**config.mk**
```make
export PLATFORM = sky130hd
export DESIGN_NAME = writeback_scoreboard
export DESIGN_NICKNAME = d
export VERILOG_FILES = /design/src/rtl/writeback_scoreboard.sv
export SDC_FILE = /design/constraint.sdc
export NUM_CORES = 1
export LEC_CHECK = 0
export ABC_AREA = 0
export BUFFER_PORTS_ARGS = -buffer_cell sky130_fd_sc_hd__buf_4
export CORE_MARGIN = 5
export CORE_UTILIZATION = 55
export CTS_CLUSTER_SIZE = 12
export DETAILED_ROUTE_END_ITERATION = 12
export PLACE_DENSITY = 0.79
export SYNTH_ARGS = -nofsm -noshare
export SYNTH_HDL_FRONTEND = slang
export SYNTH_SLANG_ARGS = --single-unit
```
**constraint.sdc**
```tcl
create_clock -name clk -period 4.4 [get_ports clk]
set_input_delay 0.66 -clock clk [delete_from_list [all_inputs] [get_ports clk]]
set_output_delay 0.66 -clock clk [all_outputs]
set_load 0.05 [all_outputs]
```
**src/rtl/writeback_scoreboard.sv**
```systemverilog
`default_nettype none
// ============================================================================
// Module   : writeback_scoreboard
// Purpose  : Merges ALU and long-unit results onto the single register-file
//            write port and stalls decode on hazards against pending long writes.
// Revision : 1.0 - initial release
// ============================================================================
module writeback_scoreboard #(
    parameter int XLEN     = 32,
    parameter int LQ_DEPTH = 2
) (
    input  logic            clk,
    input  logic            rst,
    input  logic            iss_valid_i,
    input  logic [4:0]      iss_rs1_addr_i,
    input  logic [4:0]      iss_rs2_addr_i,
    input  logic [4:0]      iss_rd_addr_i,
    input  logic            iss_rd_wen_i,
    input  logic            iss_long_i,
    output logic            iss_stall_o,
    input  logic            alu_valid_i,
    input  logic [4:0]      alu_rd_addr_i,
    input  logic [XLEN-1:0] alu_rd_data_i,
    input  logic            lu_valid_i,
    output logic            lu_ready_o,
    input  logic [4:0]      lu_rd_addr_i,
    input  logic [XLEN-1:0] lu_rd_data_i,
    output logic            rd_wen_o,
    output logic [4:0]      rd_addr_o,
    output logic [XLEN-1:0] rd_data_o,
    output logic [31:0]     pending_o
);

    localparam int c_ptr_w = (LQ_DEPTH > 1) ? $clog2(LQ_DEPTH) : 1;
    localparam int c_cnt_w = $clog2(LQ_DEPTH + 1);

    logic [4:0]         lq_addr_q [LQ_DEPTH];
    logic [XLEN-1:0]    lq_data_q [LQ_DEPTH];
    logic [c_ptr_w-1:0] wr_ptr_q, wr_ptr_d;
    logic [c_ptr_w-1:0] rd_ptr_q, rd_ptr_d;
    logic [c_cnt_w-1:0] count_q, count_d;

    logic               rd_wen_q, rd_wen_d;
    logic               rd_long_q, rd_long_d;
    logic [4:0]         rd_addr_q, rd_addr_d;
    logic [XLEN-1:0]    rd_data_q, rd_data_d;
    logic [31:0]        pending_q, pending_d;

    logic w_lq_full;
    logic w_lq_empty;
    logic w_hazard;
    logic w_iss_fire;
    logic w_enq;
    logic w_pop;
    logic w_alu_win;

    function automatic logic [c_ptr_w-1:0] ptr_inc(input logic [c_ptr_w-1:0] p);
        if (p == c_ptr_w'(LQ_DEPTH - 1)) begin
            return '0;
        end
        return p + 1'b1;
    endfunction

    assign w_lq_full  = (count_q == c_cnt_w'(LQ_DEPTH));
    assign w_lq_empty = (count_q == '0);

    assign w_hazard    = pending_q[iss_rs1_addr_i] | pending_q[iss_rs2_addr_i]
                       | (iss_rd_wen_i & pending_q[iss_rd_addr_i]);
    assign iss_stall_o = iss_valid_i && (w_hazard || w_lq_full);
    assign w_iss_fire  = iss_valid_i && !iss_stall_o;

    // Long results to x0 complete the handshake but never occupy a slot.
    assign lu_ready_o = !w_lq_full && !rst;
    assign w_enq      = lu_valid_i && lu_ready_o && (lu_rd_addr_i != 5'd0);

    // An ALU write to x0 is not a real write, so it yields the port.
    assign w_alu_win = alu_valid_i && (alu_rd_addr_i != 5'd0);
    assign w_pop     = !w_alu_win && !w_lq_empty;

    always_comb begin
        rd_wen_d  = 1'b0;
        rd_long_d = 1'b0;
        rd_addr_d = rd_addr_q;
        rd_data_d = rd_data_q;
        if (w_alu_win) begin
            rd_wen_d  = 1'b1;
            rd_addr_d = alu_rd_addr_i;
            rd_data_d = alu_rd_data_i;
        end else if (w_pop) begin
            rd_wen_d  = 1'b1;
            rd_long_d = 1'b1;
            rd_addr_d = lq_addr_q[rd_ptr_q];
            rd_data_d = lq_data_q[rd_ptr_q];
        end
    end

    always_comb begin
        wr_ptr_d = w_enq ? ptr_inc(wr_ptr_q) : wr_ptr_q;
        rd_ptr_d = w_pop ? ptr_inc(rd_ptr_q) : rd_ptr_q;
        count_d  = count_q;
        case ({w_enq, w_pop})
            2'b10:   count_d = count_q + 1'b1;
            2'b01:   count_d = count_q - 1'b1;
            default: count_d = count_q;
        endcase
    end

    // Clear lands on the edge the register file captures the long write;
    // the WAW stall keeps it from colliding with a set of the same bit.
    always_comb begin
        pending_d = pending_q;
        if (rd_wen_q && rd_long_q) begin
            pending_d[rd_addr_q] = 1'b0;
        end
        if (w_iss_fire && iss_long_i && iss_rd_wen_i) begin
            pending_d[iss_rd_addr_i] = 1'b1;
        end
        pending_d[0] = 1'b0;
    end

    always_ff @(posedge clk) begin
        if (rst) begin
            wr_ptr_q  <= '0;
            rd_ptr_q  <= '0;
            count_q   <= '0;
            rd_wen_q  <= 1'b0;
            rd_long_q <= 1'b0;
            rd_addr_q <= '0;
            rd_data_q <= '0;
            pending_q <= '0;
        end else begin
            wr_ptr_q  <= wr_ptr_d;
            rd_ptr_q  <= rd_ptr_d;
            count_q   <= count_d;
            rd_wen_q  <= rd_wen_d;
            rd_long_q <= rd_long_d;
            rd_addr_q <= rd_addr_d;
            rd_data_q <= rd_data_d;
            pending_q <= pending_d;
        end
    end

    always_ff @(posedge clk) begin
        if (w_enq) begin
            lq_addr_q[wr_ptr_q] <= lu_rd_addr_i;
            lq_data_q[wr_ptr_q] <= lu_rd_data_i;
        end
    end

    assign rd_wen_o  = rd_wen_q;
    assign rd_addr_o = rd_addr_q;
    assign rd_data_o = rd_data_q;
    assign pending_o = pending_q;

endmodule
`default_nettype wire
```
---- Word-level counts from Yosys, hierarchy flattened ----
Memory sizes are Yosys's and may differ from the RTL's. A register that Yosys moved wholly into a read port is not among the register bits.
Index checks and enable logic that the tools add are counted.
W data, S select, Z words.
cells by class
  add/sub/neg operators ................... 4
  magnitude comparators ................... 6
  equal/unequal tests ..................... 3
  multiplexer cells ....................... 31
  bitwise operators ....................... 6
  reductions and logical operators ........ 24
operators by type and width
  kind                   count
  $mux W32               4
  $and A32 B32 Y32       1
  $not A32 Y32           1
  $or A32 B32 Y32        1
  $lt A5 B6 Y1 const B   4
  $mux W1                19
  $bmux W1 S5            3
  $logic_and A1 B1 Y1    12
  $demux W1 S5           2
  $ge A5 B1 Y1 const B   2
  $mux W5                2
  $reduce_bool A5 Y1     2
  $logic_not A1 Y1       5
  $eq A2 B2 Y1 const B   2
  $pmux W2 S2            1
  $reduce_bool A2 Y1     2
  $add A1 B1 Y1 const B  2
  $add A2 B1 Y2 const B  1
  $eq A2 B1 Y1 const B   1
  $logic_not A2 Y1       1
  $or A1 B1 Y1           2
  $reduce_or A2 Y1       1
  $sub A2 B1 Y2 const B  1
  $and A1 B1 Y1          1
  $logic_or A1 B1 Y1     1
storage, ports and cells
  register bits after elaboration ......... 75
  RAM bits ................................ 74
  memories ................................ 2
memories
  name       depth  bits a word  rd ports  clocked after memory_dff  wr ports  RTL line  source
  lq_data_q  2      32           1         1                         1         38        logic [XLEN-1:0] lq_data_q [LQ_DEPTH];
  lq_addr_q  2      5            1         1                         1         37        logic [4:0] lq_addr_q [LQ_DEPTH];

---- Longest topological paths before layout ----
  depth in word-level cells ............... 11
  gate-level depth with buffers ........... 9

---- Worst setup path after synthesis ----
Ideal clock, no wire load.
  kind .................................... input-to-reg
  from .................................... in rst
  to ...................................... mem lq_addr_q[0][0], enable pin
  arrival ................................. 3460 ps
  data required time ...................... 3969 ps
  path slack .............................. 508 ps
  stages on the path ...................... 3
  cells stage by stage .................... a21oi_1 -> o211ai_1 -> nor2_1
between the ends
  longest elaborated chain between the ends .. 6
RTL lines
  element                            RTL line  source
  start, declared                    13        input logic rst,
  $logic_not A1 Y1                   73        assign lu_ready_o = !w_lq_full && !rst;
  $logic_and A1 B1 Y1                73
  $logic_and A1 B1 Y1 (2 in series)  74        assign w_enq = lu_valid_i && lu_ready_o && (lu_rd_addr_i != 5'd0);
  $mux W1                            144       if (w_enq) begin
  $mux W1 (not written as such)      145       lq_addr_q[wr_ptr_q] <= lu_rd_addr_i;
  end, declared                      37
Every way passes these cells.

---- Worst setup path after layout ----
  from .................................... in iss_rd_addr_i[0]
  to ...................................... out iss_stall_o
between the ends
  longest elaborated chain between the ends .. 6
RTL lines
  element                        RTL line  source
  start, declared                17        input logic [4:0] iss_rd_addr_i,
  $bmux W1 S5                    68        | (iss_rd_wen_i & pending_q[iss_rd_addr_i]);
  $mux W1 (not written as such)  68
  $and A1 B1 Y1                  68
  $or A1 B1 Y1                   68
  $logic_or A1 B1 Y1             69        assign iss_stall_o = iss_valid_i && (w_hazard || w_lq_full);
  $logic_and A1 B1 Y1            69
  end, declared                  20        output logic iss_stall_o,
Every way passes these cells. The select of a mux whose other input is x is not followed.

==> run metrics <==
outcome=complete, no violations; cts hold-fix bufs=0; top cells by area, synth=edfxtp_1 31%, dfxtp_1 21%, mux2i_1 7.7%; clk sinks=149; EDFF count, synth=74; final hold vios=0; minimum clock period=3011 ps; IO Pins=168; GRT overflow=0; Top FF cell, synth=dfxtp_1; post-synthesis mux area share=11.99%; clock buffer count from CTS=17; final instance area=0.009070 mm2; # diodes=0; Die X=124.1 um; # rows=41; most common cell in the netlist=nor2_1; postcts setup bufs=0; Clock Latency Late Sink=420 ps; Slew @ Worst Pin=1139 ps; CP most frequent cell=buf_4; Req. time, crit path=3740 ps; HP Class=primary input to flip-flop; Yosys Warn Count=0; static leakage=3.396 nW; highest clock rate=0.3322 GHz; Synth cell types=53; CP Data Arrival Time=2350 ps; Crit Path Max Fanout=22; fill count=907; Worst Setup End Kind=primary output; adder-cell share of the synthesized area=0.1748%; DPL Wire Length=13500 um; TritonRoute pass-1 iters=5; Clock transition at path regs=60 ps; slowest CP cell=mux4_2; Mapped Cells=658; final setup TNS=0 ps; vias in the first global route=5720; mean post-synth cell area=10.88 um2; Wirelength per Cell=19.31 um; Root Driver=clkbuf_16; Crit path max-delay family=multiplexers; worst path bufs/invs=2; CP max stage delay=530 ps; Setup violations, final=0; post-CTS sizing=0; port bufs=166; Area growth syn-to-layout=26.71%; Max Slew Vio Count=0; top-area cell type share of the netlist area=31.04%; crit path cell chain=buf_4 > mux4_2 > mux2i_1 > or3_1 > and3_1 > o311ai_4 > o21a_1 > buf_4; Synth async-reset ratio=0%; global-route usage over all layers=25.59%; Post-DP Area=0.008428 mm2; Die ar.=0.01540 mm2; initial antenna violation count=0; CTS tree=yes; Synth Area in Simple Gates=15.12%; # Max-Cap Violations=0; via count=5826; largest family of logic cells by synthesized area=compound AO/OA/AOI/OAI gates; clock buffer depth=2; Synth Area in XOR/XNOR=0.4894%; Antenna Nets Post-Route=0; routed vias/inst=5.927; final worst-path cycle share=68.42%; Synth Register Bits=149; share of layout cells above drive strength 1=31.20%; PwrDens=504.4 mW/mm2; top post-synthesis cells by count=92 x nor2_1, 75 x dfxtp_1, 74 x edfxtp_1, 55 x mux2i_1, 48 x nand2_1; H-tree depth=4; skew final=9.090 ps; Crit Path Class=primary input to primary output; initial DRC count=493; largest net degree at the start of global routing=78; Synth Area in Compound Gates=16.19%; cell taking the most area after synthesis=edfxtp_1; Synthesized Nets=755; Die Y=124.1 um; RSZ-0062 raised after global routing=false; Final nets=895; synthesized cell area=0.007158 mm2; core area=0.01267 mm2; startpoint type of the worst setup path=primary input; register area share after synthesis=52.02%; slew margin rel.=24.07%; routability cong.=0.9904; DRT Wirelength=18980 um; maximum vdd drop=0.3764 mV; wire length of the first global-routing pass=29740 um; initial core utilization=56.49%; Residual DRC=0
layout by cell type, fill, tap and decap left out, drive strengths merged, types with 3 or more instances in the layout:
| master | count |
|---|---|
| nor3 | 10 |
| nor2 | 92 |
| mux2i | 55 |
| dfxtp | 75 |
| nand2b | 5 |
| nand4 | 3 |
| o21ai | 19 |
| edfxtp | 74 |
| nor3b | 3 |
| a221oi | 5 |
| buf | 172 |
| nor2b | 21 |
| mux4 | 12 |
| xnor2 | 3 |
| clkinvlp | 3 |
| nand3 | 13 |
| o31ai | 31 |
| a21oi | 39 |
| bufinv | 4 |
| a311oi | 4 |
| a211oi | 35 |
| mux2 | 3 |
| nand3b | 22 |
| clkbuf | 21 |
| inv | 9 |
| clkinv | 3 |
| nand2 | 48 |
per-stage QoR:
stage,power [mW],hold WS (ps),setup WS [ps],instances,util (%)
floorplan,2.699,481.3,508.3,658,-
global placement,3.006,497.1,1459,951,66.52
detailed placement,3.044,513.8,1405,951,66.52
CTS,4.598,407.9,1395,983,71.58
global route,4.807,400.9,1232,983,71.58
finish,4.575,423.0,1389,983,71.58
cell families (layout without fill, tap and decap cells):
family / count (synthesis) / after routing
adder cells (fa/ha/maj): 1 / 1
other: 1 / 1
multiplexers: 70 / 70
AO/OA/AOI/OAI: 148 / 148
flip-flops: 149 / 149
AND/OR/NAND/NOR: 226 / 226
XOR/XNOR: 4 / 4
buffers and inverters: 59 / 212
area by class of cell:
type	instances	area, um2	share of cell area, %
clock buffer	21	471.7	5.201
clock inverter	11	170.2	1.876
inverter	8	30.03	0.3311
multi-input combinational	450	3167	34.92
sequential	149	3725	41.07
tap	172	215.2	2.373
timing repair buffer	172	1291	14.24
routing by layer:
metal	part of all wire [%]	global-route usage, %	routed length [um]	up-vias
met3	10	9.718	1903	55
met4	3.1	9.651	587	0
met5	0	0	0	-
li1	-	-	-	2719
met1	39	32.03	7472	2763
met2	47	40.44	9013	289
registers in the layout, indices dropped and copies added, names as in the netlist, named ones only:
name	cells
rd_addr_o	5
rd_wen_o	1
rd_data_o	32
wr_ptr_q	1
rd_ptr_q	1
lq_addr_q	10
pending_o	31
count_q	2
rd_long_q	1
lq_data_q	64
final timing paths:
check                                       from          endpoint  slack, ps  cells past startpoint
worst max-delay path            iss_rd_addr_i[0]       iss_stall_o       1390                      8
worst min-delay path             lu_rd_data_i[6]   lq_data_q[1][6]        420                      1
worst max register to register        count_q[0]  lq_data_q[0][17]       2060                      5
worst min register to register          rd_ptr_q         flip-flop        520                      2
where the power goes:
group	internal, mW	switching [mW]
Clock	0.999	0.554
Sequential	1.60	0.146
Combinational	0.455	0.824
No activity file was read; power rests on OpenSTA's default activity.
